$ cat config.mk
export PLATFORM = sky130hd
export DESIGN_NAME = sram_boot_loader
export DESIGN_NICKNAME = d
export VERILOG_FILES = /design/src/rtl/sram_boot_loader.sv
export SDC_FILE = /design/constraint.sdc
export NUM_CORES = 1
export LEC_CHECK = 0
export CAP_MARGIN = 25
export CORE_MARGIN = 5
export CORE_UTILIZATION = 55
export CTS_BUF_LIST = sky130_fd_sc_hd__clkbuf_8
export CTS_CLUSTER_SIZE = 8
export DETAILED_ROUTE_END_ITERATION = 6
export PLACE_DENSITY_LB_ADDON = 0.05
export SLEW_MARGIN = 20
export SYNTH_ARGS = -nofsm -noshare
export SYNTH_HDL_FRONTEND = slang
export SYNTH_SLANG_ARGS = --single-unit
$ cat constraint.sdc
create_clock -name clk -period 5.75 [get_ports clk]
set_input_delay 0.575 -clock clk [delete_from_list [all_inputs] [get_ports clk]]
set_output_delay 0.575 -clock clk [all_outputs]
set_load 0.01 [all_outputs]
$ cat src/rtl/sram_boot_loader.sv
// Byte-stream SRAM boot loader: 16-bit big-endian length header, then words written from address 0.
// Define LOADER_CHECKSUM_EN to require a trailing XOR checksum byte after the last word.
module sram_boot_loader #(
    parameter int unsigned ADDR_W = 12,
    parameter int unsigned DATA_W = 16
) (
    input  logic              clk,
    input  logic              rst,
    input  logic              start,
    input  logic              in_valid,
    input  logic [7:0]        in_data,
    output logic              in_ready,
    output logic              mem_we,
    output logic [ADDR_W-1:0] mem_addr,
    output logic [DATA_W-1:0] mem_wdata,
    output logic              cpu_hold,
    output logic              busy,
    output logic              done,
    output logic              err
);

    localparam int unsigned DEPTH = 32'(1) << ADDR_W;

    typedef enum logic [2:0] {
        S_IDLE,
        S_LEN_HI,
        S_LEN_LO,
        S_DAT_HI,
        S_DAT_LO,
        S_WRITE,
        S_FIN
`ifdef LOADER_CHECKSUM_EN
        , S_CSUM
`endif
    } state_t;

    state_t            state_q, state_d;
    logic [7:0]        len_hi_q, len_hi_d;
    logic [15:0]       remain_q, remain_d;
    logic [ADDR_W-1:0] addr_q, addr_d;
    logic [7:0]        hi_q, hi_d;
    logic [ADDR_W-1:0] mem_addr_d;
    logic [DATA_W-1:0] mem_wdata_d;
    logic              in_ready_d, mem_we_d, busy_d, done_d, err_d;
    logic              xfer;
    logic [15:0]       len_c;
`ifdef LOADER_CHECKSUM_EN
    logic [7:0]        csum_q, csum_d;
`endif

    // State and registered outputs
    always_ff @(posedge clk) begin
        if (rst) begin
            state_q   <= S_IDLE;
            len_hi_q  <= 8'd0;
            remain_q  <= 16'd0;
            addr_q    <= '0;
            hi_q      <= 8'd0;
            in_ready  <= 1'b0;
            mem_we    <= 1'b0;
            mem_addr  <= '0;
            mem_wdata <= '0;
            cpu_hold  <= 1'b0;
            busy      <= 1'b0;
            done      <= 1'b0;
            err       <= 1'b0;
`ifdef LOADER_CHECKSUM_EN
            csum_q    <= 8'd0;
`endif
        end else begin
            state_q   <= state_d;
            len_hi_q  <= len_hi_d;
            remain_q  <= remain_d;
            addr_q    <= addr_d;
            hi_q      <= hi_d;
            in_ready  <= in_ready_d;
            mem_we    <= mem_we_d;
            mem_addr  <= mem_addr_d;
            mem_wdata <= mem_wdata_d;
            cpu_hold  <= busy_d;
            busy      <= busy_d;
            done      <= done_d;
            err       <= err_d;
`ifdef LOADER_CHECKSUM_EN
            csum_q    <= csum_d;
`endif
        end
    end

    // Next state; outputs are precomputed from the state being entered
    always_comb begin
        state_d     = state_q;
        len_hi_d    = len_hi_q;
        remain_d    = remain_q;
        addr_d      = addr_q;
        hi_d        = hi_q;
        mem_addr_d  = mem_addr;
        mem_wdata_d = mem_wdata;
        done_d      = done;
        err_d       = err;
        xfer        = in_valid && in_ready;
        len_c       = {len_hi_q, in_data};
`ifdef LOADER_CHECKSUM_EN
        csum_d      = xfer ? (csum_q ^ in_data) : csum_q;
`endif

        case (state_q)
            S_IDLE: begin
                if (start) begin
                    state_d  = S_LEN_HI;
                    done_d   = 1'b0;
                    err_d    = 1'b0;
                    addr_d   = '0;
                    remain_d = 16'd0;
`ifdef LOADER_CHECKSUM_EN
                    csum_d   = 8'd0;
`endif
                end
            end
            S_LEN_HI: begin
                if (xfer) begin
                    len_hi_d = in_data;
                    state_d  = S_LEN_LO;
                end
            end
            S_LEN_LO: begin
                if (xfer) begin
                    remain_d = len_c;
                    if (len_c == 16'd0) begin
                        state_d = S_FIN;
                        done_d  = 1'b1;
                    end else if (32'(len_c) > DEPTH) begin
                        state_d = S_FIN;
                        err_d   = 1'b1;
                    end else begin
                        state_d = S_DAT_HI;
                    end
                end
            end
            S_DAT_HI: begin
                if (xfer) begin
                    hi_d    = in_data;
                    state_d = S_DAT_LO;
                end
            end
            S_DAT_LO: begin
                if (xfer) begin
                    mem_addr_d  = addr_q;
                    mem_wdata_d = DATA_W'({hi_q, in_data});
                    state_d     = S_WRITE;
                end
            end
            S_WRITE: begin
                addr_d   = addr_q + ADDR_W'(1);
                remain_d = remain_q - 16'd1;
                if (remain_q == 16'd1) begin
`ifdef LOADER_CHECKSUM_EN
                    state_d = S_CSUM;
`else
                    state_d = S_FIN;
                    done_d  = 1'b1;
`endif
                end else begin
                    state_d = S_DAT_HI;
                end
            end
`ifdef LOADER_CHECKSUM_EN
            S_CSUM: begin
                if (xfer) begin
                    state_d = S_FIN;
                    if (in_data == csum_q) done_d = 1'b1;
                    else                   err_d  = 1'b1;
                end
            end
`endif
            S_FIN:   state_d = S_IDLE;
            default: state_d = S_IDLE;
        endcase

        in_ready_d = (state_d == S_LEN_HI) || (state_d == S_LEN_LO) ||
                     (state_d == S_DAT_HI) || (state_d == S_DAT_LO);
`ifdef LOADER_CHECKSUM_EN
        if (state_d == S_CSUM) in_ready_d = 1'b1;
`endif
        mem_we_d = (state_d == S_WRITE);
        busy_d   = (state_d != S_IDLE) && (state_d != S_FIN);
    end

endmodule

Word-level counts from Yosys, hierarchy flattened. Cells that the tools add are included.

Output and inout port bits: 34. Logic and storage cells: 74. Flip-flop bits (word level): 80. Input port bits: 12.

$lt $le $gt $ge: 1. Reductions and logical operators: 18. Muxes and demuxes: 23. $add $sub $neg: 2. Equality and inequality tests: 18.

Operators by type and width (number): $pmux 16 s3 (1); $mux 16 (2); $mux 3 (8); $pmux 12 s2 (1); $pmux 3 s6 (1); $eq 16x1->1 const B (1); $gt 16x13->1 const B (1); $logic_not 16->1 (1); $sub 16x1->16 const B (1); $add 12x1->12 const B (1); $eq 3x2->1 const B (4); $eq 3x3->1 const B (4); $mux 12 (1); $ne 2x2->1 const B (6); $reduce_and 5->1 (2); $reduce_and 2->1 (4); $mux 1 (7); $eq 3x1->1 const B (2); $reduce_bool 3->1 (2); $reduce_bool 2->1 (2); $logic_not 3->1 (1); $logic_or 1x1->1 (3); $ne 3x3->1 const B (1); $pmux 1 s3 (1); 3 further kinds (4).

Longest topological paths before layout.
Depth after elaboration: 9. Depth in mapped cells: 8. Mapped depth without buffers: 7.

Worst setup path after synthesis. No wires, ideal clock.

Kind: input to register. Start point: in in_data[3]. End point: reg in_ready. Path slack: 3602 ps. Stages: 5. Data arrival time: 2018 ps. Buffers on the path: 0. Library setup time: 130 ps. Required time: 5620 ps. Cell sequence: or4_4 > or4_4 > a31oi_1 > o21a_1 > nor3_2.

Longest elaborated chain between the ends: 9.

Ends and longest elaborated chain: start, declared (RTL line 11) `input logic [7:0] in_data,`; $gt 16x13->1 (RTL line 132) `end else if (32'(len_c) > DEPTH) begin`; $mux 3 (RTL line 132); $mux 3 (*) (RTL line 129) `if (len_c == 16'd0) begin`; $mux 3 (*) (RTL line 127) `if (xfer) begin`; $pmux 3 s6 (*) (RTL line 107) `case (state_q)`; $eq 3x1->1 or $eq 3x2->1 (tied branches) (RTL line 180) `in_ready_d = (state_d == S_LEN_HI) || (state_d == S_LEN_LO) ||`; $logic_or 1x1->1 (2 in series) (RTL line 180); $logic_or 1x1->1 (*) (RTL line 181) `(state_d == S_DAT_HI) || (state_d == S_DAT_LO);`; end signal, assigned (RTL line 76) `in_ready <= in_ready_d;`; end, declared (RTL line 12) `output logic in_ready,`.

Every way passes the cells marked *; elsewhere a longest branch is shown, timed or not. A chain may end at the register's enable or synchronous reset.

Final worst setup path. Same ends and word-level chain as after synthesis.

==> metrics.csv <==
metric,value,unit
Fill cells,555,
Setup Buffers After CTS,0,
power density over the cells,249,mW/mm^2
gr usage total,21.0,%
RR Startpoint,state_q[2],
"Cell Count, Final, Fillers Out",568,
Clock Latency Late Sink,350,ps
die area,0.00820,sq mm
cell mode on critical path,or4_4,
max-slew violations,0,
routed length per instance,15.2,um
# IOs,46,
root buf cell,clkbuf_8,
register area,0.00160,sq mm
Worst EP arrival,2660,ps
Nets,501,
CTS buffer count,9,
setup violators final,0,
worst r2r dst,remain_q[14],
GPL Wtd Cong,0.820,
Worst Hold End,mem_addr[5],
DRC,0,
peak supply drop,0.000204,V
Final WS setup,3290,ps
most frequent cells in the layout,"nand2_1, dfxtp_1, a21oi_1, nor2_1, clkdlybuf4s50_1",
ys flop type,dfxtp_1,
Core Box Area,0.00635,sq mm
final period utilization,42.7,%
Pre-antenna DRT Iters,4,
"commonest non-fill, non-tap cell in the layout",nand2_1,
synth warn,0,
Post-Synthesis Cells,454,
drt initial violations,173,
post-CTS sizing,0,
routed wire length,8.63,mm
Critical Path Fanout Max,5,
Initial Util,56.2,%
WHS,457,ps
CP Launch Point,in_data[3],
CTS tree,yes,
RSZ-0062 raised after global routing,no,
Ant. Diodes,0,
Post-synth EDFFs,0,
status,"finished, final reports clean",
min-delay src,mem_addr[5],
cell count after placement,551,
IO Port Bufs,45,
Pleak,1.49,nW
Critical Path Sink Type,register,
Overflow after GRT,0,
H-tree Lvls,3,
Final Hold Fails,0,
Rows,29,
"Seq/Total Area, Yosys",44.9,%
Post-Syn Area per Cell,7.86,sq um
die width,90.6,um
Crit-path slowest cell,or4_4,
Startpoint Class,primary input,
"slowest stage delay, CP",590,ps
synthesized area,0.00357,sq mm
Die H,90.6,um
Routed Antenna Nets,0,
critical path class,in -> reg,
Setup TNS Final,0,ps
post-synth cell types,44,
critical path's top delay family,simple AND/OR/NAND/NOR gates,
Reg2Reg Depth,6,
Mapped Nets,469,
Num Clock Sinks,80,
worst path cell trace,"clkdlybuf4s50_1, or4_4, or4_4, a31oi_1, o21a_1, nor3_2",
Slew Limit Headroom,45.0,%
clk slew on worst S/H paths,80,ps
number of synthesized register bits,80,
hold-fix buffer count after cts,0,
layout cells sized above 1,7.54,%
CTS Buffer Depth,2,
initial antenna violation count,0,
worst hold-check path type,reg -> reg,
pin count of the biggest net entering global routing,80,
"Area growth, synth to finish",19.1,%
worst clock skew,7.22,ps
global-route wire length before repair,14.4,mm
FMAX,407,MHz
actual slew at the worst max-slew pin,825,ps
Critical path buffers and inverters,1,
Critical Path RT,5960,ps
via count,3298,
reg2reg setup slack,3610,ps
area of the multi-input gates,0.00184,sq mm
Hold Path Cell Cnt,2,
# Max-Cap Violations,0,
half-perimeter wire length after placement,5.83,mm
fraction of registers with async set or reset after synthesis,0,%
dpl ws,2920,ps
Final Critical Period,2460,ps
vias in the first global route,2999,
via-per-instance ratio,5.81,
-- worst max path at each step --
| stage | endpoint | slack, ps | depth (start not counted) |
|---|---|---|---|
| after floorplan | in_ready | 3600 | 5 |
| after global placement | in_ready | 2970 | 6 |
| after detailed placement | in_ready | 2920 | 6 |
| after CTS | in_ready | 3290 | 6 |
| after global routing | in_ready | 3120 | 6 |
| final | in_ready | 3290 | 6 |
-- area by class of cell --
cell class	count	area share [%]
clock buffers	9	2.91
clock inverters	7	1.71
inverters	3	0.265
multi-input cells	341	43.3
flip-flops and latches	80	37.7
well taps	77	2.27
repair buffers	51	11.9
-- cell usage after synthesis (5+ instances only) --
master,number,area share [%]
a31oi_1,8,1.4
dfxtp_1,80,45
nor2_1,53,5.6
nand3_1,11,1.5
o21ai_0,26,3.6
a21oi_1,57,8.0
nor3_1,11,1.5
a22o_1,5,1.2
nand2b_1,5,0.88
mux2_2,5,1.6
clkbuf_1,23,2.4
mux2i_1,16,4.5
nand2_1,88,9.3
-- flip-flops by register name (all words and copies together) (netlist names), 3 cells and up --
register   count
addr_q        12
hi_q           8
len_hi_q       8
mem_addr      12
mem_wdata     16
remain_q      16
state_q        3
-- power by group --
| group | leakage (nW) | internal [mW] | switching [mW] |
|---|---|---|---|
| clock | 0.101 | 0.201 | 0.211 |
| combinational | 0.743 | 0.0290 | 0.0505 |
| sequential | 0.646 | 0.559 | 0.00670 |
-- tightest hold or removal path, delay by kind of cell (launching register included) --
kind / cells / cell delay [ps]
compound gates: 1 / 50
flops: 1 / 320
simple gates: 1 / 50
-- stage by stage --
| stage | power (mW) | utilization [%] | cell area (sq um) |
|---|---|---|---|
| floorplan | 0.629 | - | 3570 |
| global placement | 0.657 | 63.2 | 4020 |
| detailed placement | 0.657 | 63.6 | 4040 |
| CTS | 1.06 | 66.7 | 4230 |
| global route | 1.10 | 67.0 | 4250 |
| finish | 1.06 | 67.0 | 4250 |
-- kinds of logic (layout without fill, tap and decap cells) --
family | after synthesis | after routing | synth area share, %
flops | 80 | 80 | 44.9
compound gates | 116 | 116 | 18.7
fa+ha+maj | 3 | 3 | 1.05
mux | 21 | 21 | 6.06
buf+inv | 33 | 70 | 3.65
simple gates | 201 | 201 | 25.7
-- routing by layer --
layer	global-route usage (%)	part of all wire [%]	vias to the layer above
met5	0	0	-
met2	32.0	46	89
li1	-	-	1650
met1	28.8	48	1543
met4	7.69	1.4	0
met3	5.17	5.5	16
Power figures use the tool's default switching activity.
